[config.mk]
export PLATFORM = sky130hd
export DESIGN_NAME = morph_filter
export DESIGN_NICKNAME = d
export VERILOG_FILES = /design/src/rtl/morph_pkg.sv /design/src/rtl/morph_line_buffer.sv /design/src/rtl/morph_filter.sv
export SDC_FILE = /design/constraint.sdc
export NUM_CORES = 1
export LEC_CHECK = 0
export CAP_MARGIN = 20
export CORE_UTILIZATION = 60
export CTS_CLUSTER_SIZE = 20
export DETAILED_ROUTE_END_ITERATION = 8
export HOLD_SLACK_MARGIN = 0.03
export PLACE_DENSITY = 0.77
export SETUP_SLACK_MARGIN = 0.05
export SLEW_MARGIN = 20
export SYNTH_ARGS = -nofsm -noshare
export SYNTH_HDL_FRONTEND = slang
export SYNTH_HIERARCHICAL = 1
export SYNTH_SLANG_ARGS = --single-unit
[constraint.sdc]
create_clock -name morph_clk -period 3.8 [get_ports morph_clk]
set_input_delay 0.76 -clock morph_clk [delete_from_list [all_inputs] [get_ports morph_clk]]
set_output_delay 0.76 -clock morph_clk [all_outputs]
set_load 0.01 [all_outputs]
[src/rtl/morph_pkg.sv]
// morph_pkg: shared defaults, mode/state encodings and padding helper for the morphology stage
package morph_pkg;

    localparam int WIDTH_DEF  = 256;
    localparam int HEIGHT_DEF = 256;
    localparam int ADDR_W_DEF = 16;

    localparam logic MODE_ERODE  = 1'b0;
    localparam logic MODE_DILATE = 1'b1;

    localparam logic [1:0] IDLE = 2'd0;
    localparam logic [1:0] RUN  = 2'd1;
    localparam logic [1:0] DONE = 2'd2;

    // Neutral element of the window operation: 1 for AND (erosion), 0 for OR (dilation)
    function automatic logic pad_val(input logic mode);
        return mode == MODE_ERODE;
    endfunction

endpackage

[src/rtl/morph_line_buffer.sv]
// morph_line_buffer: DEPTH-deep 1-bit shift register delaying the pixel stream by one image row
module morph_line_buffer #(
    parameter int DEPTH = 256
) (
    input  logic morph_clk,
    input  logic morph_rst,
    input  logic shift_en,
    input  logic data,
    output logic tap
);

    logic [DEPTH-1:0] sr;

    // Shift one bit in per enabled cycle; the oldest bit falls out at the top
    always_ff @(posedge morph_clk) begin
        if (morph_rst)
            sr <= '0;
        else if (shift_en)
            sr <= {sr[DEPTH-2:0], data};
    end

    assign tap = sr[DEPTH-1];

endmodule

[src/rtl/morph_filter.sv]
// morph_filter: raster-scan 3x3 binary erosion/dilation with border padding and registered output
module morph_filter
    import morph_pkg::*;
#(
    parameter int WIDTH  = WIDTH_DEF,
    parameter int HEIGHT = HEIGHT_DEF,
    parameter int ADDR_W = ADDR_W_DEF
) (
    input  logic              morph_clk,
    input  logic              morph_rst,
    input  logic              morph_start,
    input  logic              morph_mode,
    output logic [ADDR_W-1:0] pixel_address,
    input  logic              bin_data,
    output logic              out_valid,
    output logic              out_data,
    output logic [ADDR_W-1:0] out_address,
    output logic              busy,
    output logic              done,
    output logic [1:0]        condition_led
);

    localparam int N   = WIDTH * HEIGHT;
    localparam int LAT = WIDTH + 1;
    localparam int SW  = ADDR_W + 1;

    localparam logic [SW-1:0]     S_N    = SW'(N);
    localparam logic [SW-1:0]     S_LAT  = SW'(LAT);
    localparam logic [SW-1:0]     S_END  = SW'(N + LAT - 1);
    localparam logic [ADDR_W-1:0] A_LAST = ADDR_W'(N - 1);
    localparam logic [ADDR_W-1:0] A_LAT  = ADDR_W'(LAT);
    localparam logic [ADDR_W-1:0] C_LAST = ADDR_W'(WIDTH - 1);
    localparam logic [ADDR_W-1:0] R_LAST = ADDR_W'(HEIGHT - 1);

    logic [1:0]        state;
    logic [SW-1:0]     s;
    logic              mode;
    logic              sticky;
    logic [ADDR_W-1:0] col;
    logic [ADDR_W-1:0] row;
    logic [1:0]        w_top, w_mid, w_bot;
    logic              run, pad, in_bit, emit, result;
    logic              tap_mid, tap_top;
    logic [2:0]        t, m, b;

    assign run    = state == RUN;
    assign pad    = pad_val(mode);
    assign in_bit = s < S_N ? bin_data : pad;
    assign emit   = run && s >= S_LAT;

    assign pixel_address = s < S_N ? s[ADDR_W-1:0] : A_LAST;
    assign busy          = run;
    assign condition_led = {sticky, busy};

    morph_line_buffer #(.DEPTH(WIDTH)) u_lb0 (
        .morph_clk (morph_clk),
        .morph_rst (morph_rst),
        .shift_en  (run),
        .data      (in_bit),
        .tap       (tap_mid)
    );

    morph_line_buffer #(.DEPTH(WIDTH)) u_lb1 (
        .morph_clk (morph_clk),
        .morph_rst (morph_rst),
        .shift_en  (run),
        .data      (tap_mid),
        .tap       (tap_top)
    );

    // Window rows are {left, centre, right}; border columns/rows are replaced by the neutral value
    assign t = row == '0     ? {3{pad}} : {col == '0 ? pad : w_top[1], w_top[0], col == C_LAST ? pad : tap_top};
    assign m = {col == '0 ? pad : w_mid[1], w_mid[0], col == C_LAST ? pad : tap_mid};
    assign b = row == R_LAST ? {3{pad}} : {col == '0 ? pad : w_bot[1], w_bot[0], col == C_LAST ? pad : in_bit};

    assign result = mode == MODE_DILATE ? |{t, m, b} : &{t, m, b};

    // Shift the three column taps into the two stored window columns
    always_ff @(posedge morph_clk) begin
        if (morph_rst) begin
            w_top <= '0;
            w_mid <= '0;
            w_bot <= '0;
        end else if (run) begin
            w_top <= {w_top[0], tap_top};
            w_mid <= {w_mid[0], tap_mid};
            w_bot <= {w_bot[0], in_bit};
        end
    end

    // Scan FSM, output-position counters, registered results and status flags
    always_ff @(posedge morph_clk) begin
        if (morph_rst) begin
            state       <= IDLE;
            s           <= '0;
            mode        <= MODE_ERODE;
            sticky      <= 1'b0;
            col         <= '0;
            row         <= '0;
            out_valid   <= 1'b0;
            out_data    <= 1'b0;
            out_address <= '0;
            done        <= 1'b0;
        end else begin
            done        <= state == DONE;
            sticky      <= sticky | (state == DONE);
            out_valid   <= emit;
            out_data    <= emit && result;
            out_address <= emit ? s[ADDR_W-1:0] - A_LAT : '0;
            if (state == IDLE && morph_start && !done) begin
                state  <= RUN;
                s      <= '0;
                mode   <= morph_mode;
                sticky <= 1'b0;
                col    <= '0;
                row    <= '0;
            end else if (run) begin
                s     <= s == S_END ? '0 : s + 1'b1;
                state <= s == S_END ? DONE : RUN;
                if (emit) begin
                    col <= col == C_LAST ? '0 : col + 1'b1;
                    row <= col == C_LAST ? row + 1'b1 : row;
                end
            end else if (state == DONE) begin
                state <= IDLE;
            end
        end
    end

endmodule

* Word level (Yosys, flattened, before mapping)
Index checks and enable logic that the tools add are counted.
Storage, ports and cells: register bits after elaboration 590, input bits 5, output and inout port bits 38, logic and storage cells 63
Cells by class: add/subtract/negate cells 4, order comparisons 2, equality and inequality tests 5, multiplexer cells 17, bitwise gates (word level) 3, reduce and logical (&&, ||, !) cells 16
Operators with widths (number):
- $add A16 B1 Y16 const B | 2
- $eq A16 B8 Y1 const B | 2
- $logic_not A16 Y1 | 2
- $mux W16 | 2
- $add A17 B1 Y17 const B | 1
- $eq A17 B17 Y1 const B | 1
- $ge A17 B9 Y1 const B | 1
- $lt A17 B17 Y1 const B | 1
- $mux W17 | 1
- $sub A16 B9 Y16 const B | 1
- $mux W1 | 9
- $reduce_and A9 Y1 | 1
- $reduce_or A9 Y1 | 1
- $mux W2 | 3
- $mux W3 | 2
- $logic_and A1 B1 Y1 | 4
- $reduce_or A2 Y1 | 2
- $reduce_and A3 Y1 | 1
- $reduce_bool A3 Y1 | 1
- $eq A2 B1 Y1 const B | 1
- $eq A2 B2 Y1 const B | 1
- $logic_not A2 Y1 | 1
- $not A1 Y1 | 2
- $reduce_and A2 Y1 | 1
- other kinds (3) | 3

* Logic depth before layout (Yosys ltp)
depth in word-level cells 7, depth in mapped cells 9, mapped depth without buffers 8

* Cells and area by module
Netlist, hierarchy kept.
Modules (own cells, without submodules):
- morph_line_buffer | times used 2, cells each 825, area each 9322.7 sq um, sequential area each 5124.9 sq um
- morph_filter | times used 1, cells each 447, area each 3838.7 sq um, sequential area each 1561.5 sq um

* Worst setup path after synthesis
Ideal clock, no wire load.
path kind register -> register, from register s[10], to register row[5], setup time 128 ps, data arrival time 2149 ps, data required time 3672 ps, setup slack 1524 ps, cell stages (with the launch flop) 9, path buffers 2, period minus slack after synthesis 2276 ps, cell sequence dfxtp_1 > buf_6 > or4_4 > or3_1 > buf_6 > o311ai_4 > or4_1 > xor2_1 > nor2_1
On the way: cells in the longest elaborated chain, start to end 3
Ends and longest elaborated chain:
- start: declaration | line morph_filter.sv:36 | logic [SW-1:0] s;
- start signal: assignment | line morph_filter.sv:118 | s <= s == S_END ? '0 : s + 1'b1;
- $ge A17 B9 Y1 | line morph_filter.sv:49 | assign emit = run && s >= S_LAT;
- $logic_and A1 B1 Y1 | line morph_filter.sv:49
- $reduce_and A3 Y1 (no line)
- end signal: assignment | line morph_filter.sv:122 | row <= col == C_LAST ? row + 1'b1 : row;
- end: declaration | line morph_filter.sv:40 | logic [ADDR_W-1:0] row;
No other way between the ends. A chain may end at the register's enable or synchronous reset.

* Worst setup path in the final report
from register s[16], to output port pixel_address[15]
On the way: cells in the longest elaborated chain, start to end 2
Ends and longest elaborated chain:
- $lt A17 B17 Y1 | line morph_filter.sv:51 | assign pixel_address = s < S_N ? s[ADDR_W-1:0] : A_LAST;
- $mux W16 | line morph_filter.sv:51
- end: declaration | line morph_filter.sv:13 | output logic [ADDR_W-1:0] pixel_address,
No other way between the ends.

==> impl_results.md <==
- Synth Warn #: 6
- Period Utilization, post-route: between 70% and 80%
- Synth Area per Inst: ~11 µm²
- Number of global-route vias before repair: around 13000
- Netlist area before placement: 22500 µm²
- Detailed placement HPWL: about 18000 µm
- Most common cell in the netlist: dfxtp_1
- Data required time at the worst endpoint: between 3 and 4 ns
- Worst min-delay path class: flip-flop to flip-flop
- Number of cells in the finished layout apart from fillers: 2579
- Setup Crit Path Kind: flip-flop to output port
- Power density normalized to cell area: 513 nW/µm²
- Core region area: about 37000 µm²
- Net count of the finished layout: around 2100
- Final weighted congestion in routability-driven placement: about 0.87
- Sink count of the clock tree: between 500 and 600
- Cell depth of the worst hold path: 2
- Final wirelength: roughly 32000 µm
- Proportion of layout cells with a drive suffix above 1: 5.78%
- RSZ-0062 raised after global routing: false
- Sort of element at the start of the critical path: flip-flop
- Number of H-tree levels: 2
- Number of remaining DRC errors: 0
- Total clock buffers created by CTS: 57
- Layout overhead on the synthesized area: 6.73%
- Run status: finished clean
- Gate count after technology mapping: between 2000 and 2500
- Library cells used by synthesis: 52
- Count of TritonRoute iterations in the first routing pass: 5
- Synthesized netlist net count: 2113
- Via count normalized by instance count: just over 5
- Fraction of registers with async set or reset after synthesis: 0%
- Later-pin clock latency in the skew report: slightly below 0.6 ns
- Count of state elements after synthesis: approximately 600
- Portion of the post-synthesis area used by sequential elements: a little over half
- Remaining global-route overflow: 0
- Worst Reg2Reg Path Length in Cells: 5
- Static leakage: approximately 9.3 nW
- Inserted Diodes: 0
- Number of antenna violations at the first check in global routing: 0
- DRC marker count from the first detailed-route iteration: ~720
- Max VDD drop: ~340 µV
- Die area: between 30000 and 40000 µm²
- I/O pin total: 43
- Maximum clock path buffer count: 3
- Post-CTS repair timing setup buffer count: 0
- Hold Path Origin: col[1]
- Master cell of the clock root buffer: clkbuf_16
- Fraction of post-synthesis cell area in the top cell type by area: approximately 53%
- Most area-hungry cell type in the Yosys netlist: dfxtp_1
- Primary flip-flop cell chosen by synthesis mapping: dfxtp_1
- Post-Place Worst Slack: around 1.1 ns
- Final Hold Violating Endpoints: 0
- Slew HR: 40.9%
- Destination of the worst register-to-register timing path: out_data
- Reg-to-reg startpoint: s[10]
- Kind of end point of the critical path: output port
- Hold bufs inserted after CTS: 0
- Clock tree from TritonCTS: yes
- Final setup viols: 0
- Largest clock skew in the final design: about 0.019 ns
- Cts repair resizes: 0
- Max-slew violation total from the final report: 0
- Setup slack of the worst register-to-register path: 1.07 ns
- Number of flops mapped to enable cells by yosys: 0
- Overall power: approximately 12 mW
- Worst Max-Slew Pin Slew: roughly 0.89 ns
- Leading post-synthesis cells by instance count: dfxtp_1 (590), nor2_1 (585), mux2i_1 (519)
- Cells after DPL: between 2000 and 2500
- Vias: roughly 13000
- Largest cells by area after synthesis: dfxtp_1 (53%), mux2i_1 (23%), nor2_1 (9.8%)
- Port Buf Inserts: 42
- Critical path arrival: between 2 and 2.5 ns
- GRT Resource Usage Total: roughly 17%
- Max Cap Viol: 0
- Maximum number of pins on one net before global-route repair: 203
- Min Hold Slack: between 0.4 and 0.5 ns
- Min Tclk post-route: 2.82 ns
- Average wire length per cell after detail routing: ~13 µm
- Rows: 70
- Chip width: 196 µm
- Wire length of the first global-routing pass: between 50000 and 60000 µm
- Largest fanout of any net on the critical path: 20
- Maximum clock frequency: 0.355 GHz
- Minimum setup slack in the final design: approximately 0.98 ns
- Min-Delay Endpoint: col[1]
- Setup_tns: 0 ns
- Die Span Y: roughly 200 µm
- DRT antenna net count: 0
- CTS clock-pin slew for the worst setup and hold paths: roughly 0.060 ns
- Starting Density: between 60% and 70%
==> cells by family after synthesis <==
group / Yosys count / share of synthesized area, %
simple gates: 718 / 13.3
fa+ha+maj: 11 / 0.612
compound gates: 51 / 1.52
xor+xnor: 50 / 1.95
flops: 590 / 52.5
mux: 519 / 23.1
buf+inv: 158 / 6.94
==> layer usage <==
layer | global-route usage (%) | routed length [µm] | up-vias
met5 | 0 | 0 | -
met4 | 5.37 | 646 | 0
met3 | 3.18 | 1030 | 57
met2 | 28.4 | 14900 | 131
met1 | 22.0 | 15900 | 6172
li1 | - | - | 6900
==> registers in the layout (all words and copies together) (netlist names) <==
signal       cells
out_valid        1
s               17
row             16
w_bot            2
state            2
u_lb0/sr       256
out_address     16
done             1
u_lb1/sr       256
sticky           1
col             16
w_mid            2
out_data         1
w_top            2
mode             1
==> stage by stage <==
| step | cell area [µm²] | utilization (%) |
|---|---|---|
| after floorplan | 22500 | - |
| after CTS | 24000 | 65.2 |
| after global routing | 24000 | 65.2 |
| after detailed placement | 22200 | 60.3 |
| after global placement | 22200 | 60.3 |
| final | 24000 | 65.2 |
==> cell type report <==
class / count / area, µm²
sequential: 590 / 11800
tap: 468 / 586
clock inverter: 17 / 189
multi-input combinational: 1349 / 9120
timing repair buffer: 52 / 588
inverter: 20 / 75.1
clock buffer: 83 / 1620
fill: 2907 / 12800
==> critical path, cell delays in order, from the launching register on <==
cell             delay [ns]
dfxtp_1                0.68
or2_2                  0.25
clkdlybuf4s50_1        0.54
==> how the worst max path moves through the flow <==
stage | cells after the start | slack, ns | from | to
floorplan | 8 | 1.52 | s[10] | row[5]
global placement | 6 | 1.17 | s[10] | row[12]
detailed placement | 5 | 1.09 | s[10] | out_address[6]
CTS | 2 | 0.96 | s[16] | pixel_address[15]
global route | 5 | 0.85 | s[4] | out_data
finish | 2 | 0.98 | s[16] | pixel_address[15]
==> layout by cell type, fill, tap and decap left out, drive strengths merged, types with 13 or more instances in the layout <==
master	instances
mux2i	519
xnor2	32
inv	23
and3	13
or2	17
nor2	585
clkbuf	83
xor2	18
nand3	18
a21oi	18
nand2	21
dfxtp	590
o21ai	14
clkdlybuf4s50	41
==> where the power goes <==
part / internal (mW) / leakage (nW) / switching, mW
Clock: 3.16 / 0.894 / 2.24
Sequential: 6.19 / 4.75 / 0.00793
Combinational: 0.293 / 3.68 / 0.406
Total: 9.64 / 9.32 / 2.66
(Power assumes the default switching activity.)
